`src/rtl/pong_ball_engine.sv`:
```
// pong_ball_engine
//   Pixel source for the sync/blanking stage. Owns ball motion, paddle and wall
//   bounces, serve timing and miss detection. Ball and paddle state change only
//   on the single per-frame tick (hc==0, vc==VACTIVE), so a visible frame never tears.
// Ports
//   clk, rst_n        pixel clock, synchronous active-low reset
//   hc, vc            pixel counters from the sync stage
//   pad_l_y, pad_r_y  paddle top rows; sampled and clamped on tick
//   rout/gout/bout    registered colour, one clock behind hc/vc
//   score_l, score_r  one-clock pulse while the FSM sits in SCORED
module pong_ball_engine #(
  parameter int HACTIVE      = 640,
  parameter int VACTIVE      = 480,
  parameter int BALL_SIZE    = 8,
  parameter int BALL_SPEED   = 2,
  parameter int PADDLE_W     = 8,
  parameter int PADDLE_H     = 64,
  parameter int PADDLE_LX    = 32,
  parameter int PADDLE_RX    = 600,
  parameter int SERVE_FRAMES = 60
) (
  input  logic        clk,
  input  logic        rst_n,
  input  logic [10:0] hc,
  input  logic [10:0] vc,
  input  logic [10:0] pad_l_y,
  input  logic [10:0] pad_r_y,
  output logic [7:0]  rout,
  output logic [7:0]  gout,
  output logic [7:0]  bout,
  output logic        score_l,
  output logic        score_r
);
  // 12-bit working width keeps x+SPEED+SIZE and pad+PADDLE_H from wrapping.
  localparam logic [11:0] L_HA     = 12'(HACTIVE);
  localparam logic [11:0] L_VA     = 12'(VACTIVE);
  localparam logic [11:0] L_BS     = 12'(BALL_SIZE);
  localparam logic [11:0] L_SP     = 12'(BALL_SPEED);
  localparam logic [11:0] L_PW     = 12'(PADDLE_W);
  localparam logic [11:0] L_PH     = 12'(PADDLE_H);
  localparam logic [11:0] L_LX     = 12'(PADDLE_LX);
  localparam logic [11:0] L_RX     = 12'(PADDLE_RX);
  localparam logic [11:0] L_CX     = 12'((HACTIVE - BALL_SIZE) / 2);
  localparam logic [11:0] L_CY     = 12'((VACTIVE - BALL_SIZE) / 2);
  localparam logic [11:0] L_YMAX   = 12'(VACTIVE - BALL_SIZE);
  localparam logic [11:0] L_PMAX   = 12'(VACTIVE - PADDLE_H);
  localparam logic [11:0] L_FACE_L = 12'(PADDLE_LX + PADDLE_W);
  localparam logic [11:0] L_FACE_R = 12'(PADDLE_RX - BALL_SIZE);
  localparam logic [11:0] L_NET0   = 12'(HACTIVE / 2 - 1);
  localparam logic [11:0] L_NET1   = 12'(HACTIVE / 2);
  localparam int          CW       = $clog2(SERVE_FRAMES + 1);
  localparam logic [CW-1:0] L_SLAST = CW'(SERVE_FRAMES - 1);

  typedef enum logic [1:0] {S_SERVE, S_PLAY, S_SCORED} state_t;

  state_t        r_state, w_state_nxt;
  logic [11:0]   r_bx, r_by, r_pl, r_pr;
  logic          r_dx_left, r_dy_up;
  logic [CW-1:0] r_serve_cnt;
  logic [23:0]   r_rgb;
  logic          r_score_l, r_score_r;

  logic [11:0] w_hc, w_vc, w_pl_c, w_pr_c, w_bx_nxt, w_by_nxt;
  logic        w_tick, w_ovl_l, w_ovl_r, w_dx_nxt, w_dy_nxt, w_miss_l, w_miss_r;
  logic        w_serve_tick, w_play_tick, w_recentre;
  logic        w_active, w_in_ball, w_in_pad, w_in_net;
  logic [23:0] w_rgb;

  assign w_hc   = {1'b0, hc};
  assign w_vc   = {1'b0, vc};
  assign w_tick = (w_hc == 12'd0) && (w_vc == L_VA);
  assign w_pl_c = ({1'b0, pad_l_y} > L_PMAX) ? L_PMAX : {1'b0, pad_l_y};
  assign w_pr_c = ({1'b0, pad_r_y} > L_PMAX) ? L_PMAX : {1'b0, pad_r_y};

  // Collision uses the paddle value being sampled on this tick and the pre-move ball y.
  assign w_ovl_l = (r_by + L_BS > w_pl_c) && (r_by < w_pl_c + L_PH);
  assign w_ovl_r = (r_by + L_BS > w_pr_c) && (r_by < w_pr_c + L_PH);

  always_comb begin
    w_by_nxt = r_by;
    w_dy_nxt = r_dy_up;
    if (r_dy_up) begin
      if (r_by < L_SP) begin
        w_by_nxt = '0;
        w_dy_nxt = 1'b0;
      end else begin
        w_by_nxt = r_by - L_SP;
      end
    end else if (r_by + L_SP + L_BS >= L_VA) begin
      w_by_nxt = L_YMAX;
      w_dy_nxt = 1'b1;
    end else begin
      w_by_nxt = r_by + L_SP;
    end
  end

  // A miss leaves x where it was; the ball is recentred on leaving SCORED.
  always_comb begin
    w_bx_nxt = r_bx;
    w_dx_nxt = r_dx_left;
    w_miss_l = 1'b0;
    w_miss_r = 1'b0;
    if (r_dx_left) begin
      if ((r_bx >= L_FACE_L) && (r_bx - L_SP < L_FACE_L) && w_ovl_l) begin
        w_bx_nxt = L_FACE_L;
        w_dx_nxt = 1'b0;
      end else if (r_bx < L_SP) begin
        w_miss_l = 1'b1;
      end else begin
        w_bx_nxt = r_bx - L_SP;
      end
    end else begin
      if ((r_bx <= L_FACE_R) && (r_bx + L_SP > L_FACE_R) && w_ovl_r) begin
        w_bx_nxt = L_FACE_R;
        w_dx_nxt = 1'b1;
      end else if (r_bx + L_SP + L_BS > L_HA) begin
        w_miss_r = 1'b1;
      end else begin
        w_bx_nxt = r_bx + L_SP;
      end
    end
  end

  // FSM: state register
  always_ff @(posedge clk) begin
    if (!rst_n) r_state <= S_SERVE;
    else        r_state <= w_state_nxt;
  end

  // FSM: next state
  always_comb begin
    w_state_nxt = r_state;
    case (r_state)
      S_SERVE:  if (w_tick && (r_serve_cnt == L_SLAST)) w_state_nxt = S_PLAY;
      S_PLAY:   if (w_tick && (w_miss_l || w_miss_r))   w_state_nxt = S_SCORED;
      S_SCORED: w_state_nxt = S_SERVE;
      default:  w_state_nxt = S_SERVE;
    endcase
  end

  // FSM: outputs
  always_comb begin
    w_serve_tick = (r_state == S_SERVE) && w_tick;
    w_play_tick  = (r_state == S_PLAY) && w_tick;
    w_recentre   = (r_state == S_SCORED);
  end

  always_ff @(posedge clk) begin
    if (!rst_n) begin
      r_bx        <= L_CX;
      r_by        <= L_CY;
      r_dx_left   <= 1'b0;
      r_dy_up     <= 1'b0;
      r_serve_cnt <= '0;
      r_pl        <= '0;
      r_pr        <= '0;
    end else if (w_recentre) begin
      // Serve toward the side that conceded: right scored means ball left via the left.
      r_bx        <= L_CX;
      r_by        <= L_CY;
      r_dx_left   <= r_score_r;
      r_serve_cnt <= '0;
    end else if (w_tick) begin
      r_pl <= w_pl_c;
      r_pr <= w_pr_c;
      if (w_serve_tick && (r_serve_cnt != L_SLAST)) r_serve_cnt <= r_serve_cnt + 1'b1;
      if (w_play_tick) begin
        r_bx      <= w_bx_nxt;
        r_by      <= w_by_nxt;
        r_dx_left <= w_dx_nxt;
        r_dy_up   <= w_dy_nxt;
      end
    end
  end

  always_ff @(posedge clk) begin
    if (!rst_n) begin
      r_score_l <= 1'b0;
      r_score_r <= 1'b0;
    end else begin
      r_score_l <= w_play_tick && w_miss_r;
      r_score_r <= w_play_tick && w_miss_l;
    end
  end

  assign w_active  = (w_hc < L_HA) && (w_vc < L_VA);
  assign w_in_ball = (w_hc >= r_bx) && (w_hc < r_bx + L_BS) && (w_vc >= r_by) && (w_vc < r_by + L_BS);
  assign w_in_pad  = ((w_hc >= L_LX) && (w_hc < L_LX + L_PW) && (w_vc >= r_pl) && (w_vc < r_pl + L_PH)) ||
                     ((w_hc >= L_RX) && (w_hc < L_RX + L_PW) && (w_vc >= r_pr) && (w_vc < r_pr + L_PH));
  assign w_in_net  = ((w_hc == L_NET0) || (w_hc == L_NET1)) && !vc[3];

  always_comb begin
    w_rgb = 24'h000000;
    if (!w_active)                 w_rgb = 24'h000000;
    else if (w_in_ball || w_in_pad) w_rgb = 24'hFFFFFF;
    else if (w_in_net)             w_rgb = 24'h808080;
  end

  always_ff @(posedge clk) begin
    if (!rst_n) r_rgb <= '0;
    else        r_rgb <= w_rgb;
  end

  assign {rout, gout, bout} = r_rgb;
  assign score_l = r_score_l;
  assign score_r = r_score_r;
endmodule
```
`config.mk`:
```
export PLATFORM = sky130hd
export DESIGN_NAME = pong_ball_engine
export DESIGN_NICKNAME = d
export VERILOG_FILES = /design/src/rtl/pong_ball_engine.sv
export SDC_FILE = /design/constraint.sdc
export NUM_CORES = 1
export LEC_CHECK = 0
export ABC_AREA = 1
export BUFFER_PORTS_ARGS = -buffer_cell sky130_fd_sc_hd__buf_2
export CAP_MARGIN = 20
export CORE_MARGIN = 2
export CORE_UTILIZATION = 55
export CTS_BUF_LIST = sky130_fd_sc_hd__clkbuf_2
export DETAILED_ROUTE_END_ITERATION = 6
export GPL_TIMING_DRIVEN = 1
export PLACE_DENSITY_LB_ADDON = 0.2
export SETUP_SLACK_MARGIN = 0.4
export SYNTH_ARGS = -nofsm -noshare
export SYNTH_HDL_FRONTEND = slang
export SYNTH_SLANG_ARGS = --single-unit
```
`constraint.sdc`:
```
create_clock -name clk -period 3.6 [get_ports clk]
set_input_delay 0.72 -clock clk [delete_from_list [all_inputs] [get_ports clk]]
set_output_delay 0.72 -clock clk [all_outputs]
set_load 0.1 [all_outputs]
```
==> impl_metrics.yaml <==
run:
  cap_violations: 0
worst_setup_path:
  cp_max_fo: 6
  r2r_slack_ns: 0.47
  worst-endpoint-arrival_ns: 3.57
  cp-end-kind: "register"
  start_kind: "register"
  critPathKind: "reg -> reg"
  cp.required_ns: 4.04
pwr:
  p_leak_nw: 3.92
  internal_power_mw: 0.830
  pwr-share-seq: 0.508
  p_switching_mw: 0.432
  power.density_nw_per_um2: 157
  p_sw_frac: 0.342
  total_power_mw: 1.26
  pwr-share-comb: 0.214
  ir_drop_v: 0.000159
  clkPwrFrac: 0.278
synth:
  yosysUniqueCellTypes: 47
  synthCells: 1079
  synth_edf_count: 0
  synth.area.top_cells: "ha_1, dfxtp_1, nand2_1"
  yosysWarnings: 0
  avgSynthCellArea_sq_um: 6.61
  synthFlopType: "dfxtp_1"
  synth_top_cell_area_share: 0.214
  yosys.area.top_type: "ha_1"
  ys_ff_latch: 58
  netlist_area_sq_um: 7130
  synth_async_sr_flop_share: 0
  synth_seq_area_share: 0.163
die:
  core-area_sq_um: 12600
  initial_core_util: 0.565
  die_w_microns: 118
  dieArea_sq_um: 13900
  die_h_microns: 118
  io-pin-count: 72
  std_cell_rows: 41
clock_network:
  cts_max_path_buffers: 2
  cts_tree: "done"
  cts-root-buf: "clkbuf_2"
  clk_latency_ns: 0.57
  numClockSinks: 58
  htreeDepth: 3
  cts_buffers: 9
  clk_pin_slew_ns: 0.18
run_status:
  status: "finished clean"
routing:
  vias: 7371
  drcViolationCount: 0
  dr.pass1.iters: 5
  via_per_inst: 5.49
  post_drt_wl_per_cell_microns: 15.0
  drtIter0Drc: 584
  drtAntennaViolNets: 0
  postRouteWirelength_microns: 20200
timing:
  rsz0062_at_grt: "yes"
  fmax_ghz: 0.320
  finClkSkew_ns: 0.0538
  period_minus_slack_ns: 3.13
  hold_viol: 0
  fin_crit_sh: 0.869
  setup_viol: 0
  slew_headroom: 0.654
  whs_ns: 0.469
  finalMaxSlewViolations: 0
  tightest_slew_ns: 0.518
global_routing:
  grt_pass1_wl_microns: 32500
  antenna_found_initial: 1
  grt_pass1_vias: 6648
  grt-ovfl-total: 0
  grt_max_degree: 41
  grtUsageTotal: 0.286
final_layout:
  drive_gt1_frac: 0.171
  final_area_sq_um: 8030
  nets: 1333
  syn_to_final_growth_pct: 12.7
placed_design:
  dp_hpwl_microns: 16000
  port-buffer-count: 71
  place.gp.congestion: 0.995
  placedInstanceArea_sq_um: 7620
worst_hold_path:
  hp-class: "in -> reg"
[per-stage QoR]
stage | util | setup WS [ns] | TNS, ns | cells
finish | 0.636 | 0.473 | 0 | 1343
global route | 0.636 | 0.287 | 0 | 1343
CTS | 0.610 | 0.414 | 0 | 1326
detailed placement | 0.604 | -0.125 | -0.780 | 1310
global placement | 0.604 | -0.0721 | -0.388 | 1310
floorplan | - | 0.405 | 0 | 1088
[state kept, by name (all words and copies together) (netlist names)]
signal,cells
r_bx,11
r_by,11
r_dx_left,1
r_dy_up,1
r_pl,11
r_pr,11
r_rgb,2
r_serve_cnt,6
r_state,2
score_l,1
score_r,1
[layer usage]
| metal | GRT usage | part of all wire | vias to the layer above |
|---|---|---|---|
| li1 | - | - | 3745 |
| met1 | 0.392 | 0.46 | 3329 |
| met2 | 0.469 | 0.45 | 258 |
| met3 | 0.0373 | 0.070 | 39 |
| met4 | 0.0858 | 0.022 | 0 |
| met5 | 0 | 0 | - |
[power groups by stage]
| stage | Sequential [mW] | Combinational (mW) | Clock [mW] |
|---|---|---|---|
| finish | 0.642 | 0.270 | 0.351 |
| global route | 0.643 | 0.305 | 0.388 |
| CTS | 0.642 | 0.258 | 0.357 |
| detailed placement | 0.656 | 0.257 | 0 |
| global placement | 0.656 | 0.253 | 0 |
| floorplan | 0.657 | 0.151 | 0 |
[worst max-delay path, stage by stage (launching register included)]
cell and delay [ns]:
dfxtp_4 0.44, ha_4 0.16, nand2_4 0.06, nor2_4 0.17
inv_1 0.06, nor2_1 0.14, xor2_1 0.27, ha_1 0.30
and3_4 0.18, nand2_2 0.07, nand3b_1 0.11, nor2_1 0.12
nand3_1 0.09, a21oi_2 0.15, nor2_2 0.05, nand2_2 0.14
nand3_4 0.18, nand2_4 0.13, nor2_4 0.06, nand2_1 0.07
nand3_1 0.06
[Yosys cell counts (2+ instances only)]
cell type / instances
ha_1: 122
or2_2: 4
xor2_1: 39
o21ai_0: 55
clkbuf_1: 11
nand3_4: 4
nor2_4: 2
o211ai_1: 6
nor2_1: 113
nand3b_1: 4
nand4_1: 23
buf_4: 26
nor3_2: 2
nand2_1: 217
nor2_2: 8
o21bai_1: 3
o31ai_1: 4
buf_2: 4
o2111ai_1: 4
nand3_2: 3
o21a_1: 3
nor3_1: 22
buf_6: 4
nand2_2: 3
and3_1: 6
inv_2: 6
o21ai_1: 2
inv_1: 140
a21o_1: 5
nand3_1: 55
a22oi_1: 2
a211oi_1: 11
dfxtp_1: 58
nor4_1: 12
a21oi_1: 77
xnor2_1: 7
clkinv_1: 2
[area by class of cell]
| class | count | area [sq um] |
|---|---|---|
| fillers | 1223 | 4590 |
| diodes | 1 | 2.50 |
| clock buffers | 11 | 55.1 |
| flip-flops and latches | 58 | 1170 |
| inverters | 148 | 559 |
| multi-input cells | 838 | 5350 |
| repair buffers | 110 | 656 |
| well taps | 172 | 215 |
| clock inverters | 5 | 21.3 |
[kinds of logic after synthesis]
group | after synthesis | share of synthesized area
simple gates | 481 | 0.304
other cells | 1 | 0.000526
fa+ha+maj | 122 | 0.214
flops | 58 | 0.163
xor+xnor | 46 | 0.0565
buf+inv | 193 | 0.120
compound gates | 178 | 0.142
[cell usage in the layout, fill, tap and decap left out, types with 10 or more instances in the layout]
cell      instances
buf_2            71
nor2_2           13
buf_4            37
nand2_2          11
o21ai_0          53
a21oi_1          74
nor4_1           12
dfxtp_1          54
a211oi_1         11
clkbuf_2         11
nand2_1         206
nand4_1          23
xor2_1           36
inv_1           137
conb_1           10
nand3_1          53
nor3_1           19
ha_1            119
nor2_1          104
[what timing repair did]
| item | in CTS | in global routing |
|---|---|---|
| pin swaps | 0 | 33 |
| setup buffers | 0 | 15 |
| setup endpoints to repair | 12 | 15 |
| resized for setup | 3 | 57 |
| gates cloned | 0 | 1 |
| hold buffers | 0 | 0 |
[final timing paths]
| check | endpoint | start | cells after the start |
|---|---|---|---|
| hold / removal | r_pr[1]$_SDFFE_PN0P_ | pad_r_y[1] | 3 |
| setup / recovery | r_bx[3]$_SDFFE_PP1P_ | r_by[3]$_SDFFE_PP1P_ | 20 |
| setup reg to reg | r_bx[3]$_SDFFE_PP1P_ | r_by[3]$_SDFFE_PP1P_ | 20 |
| hold reg to reg | r_serve_cnt[5]$_SDFFE_PP0P_ | r_serve_cnt[5]$_SDFFE_PP0P_ | 2 |
(Power assumes the default switching activity.)
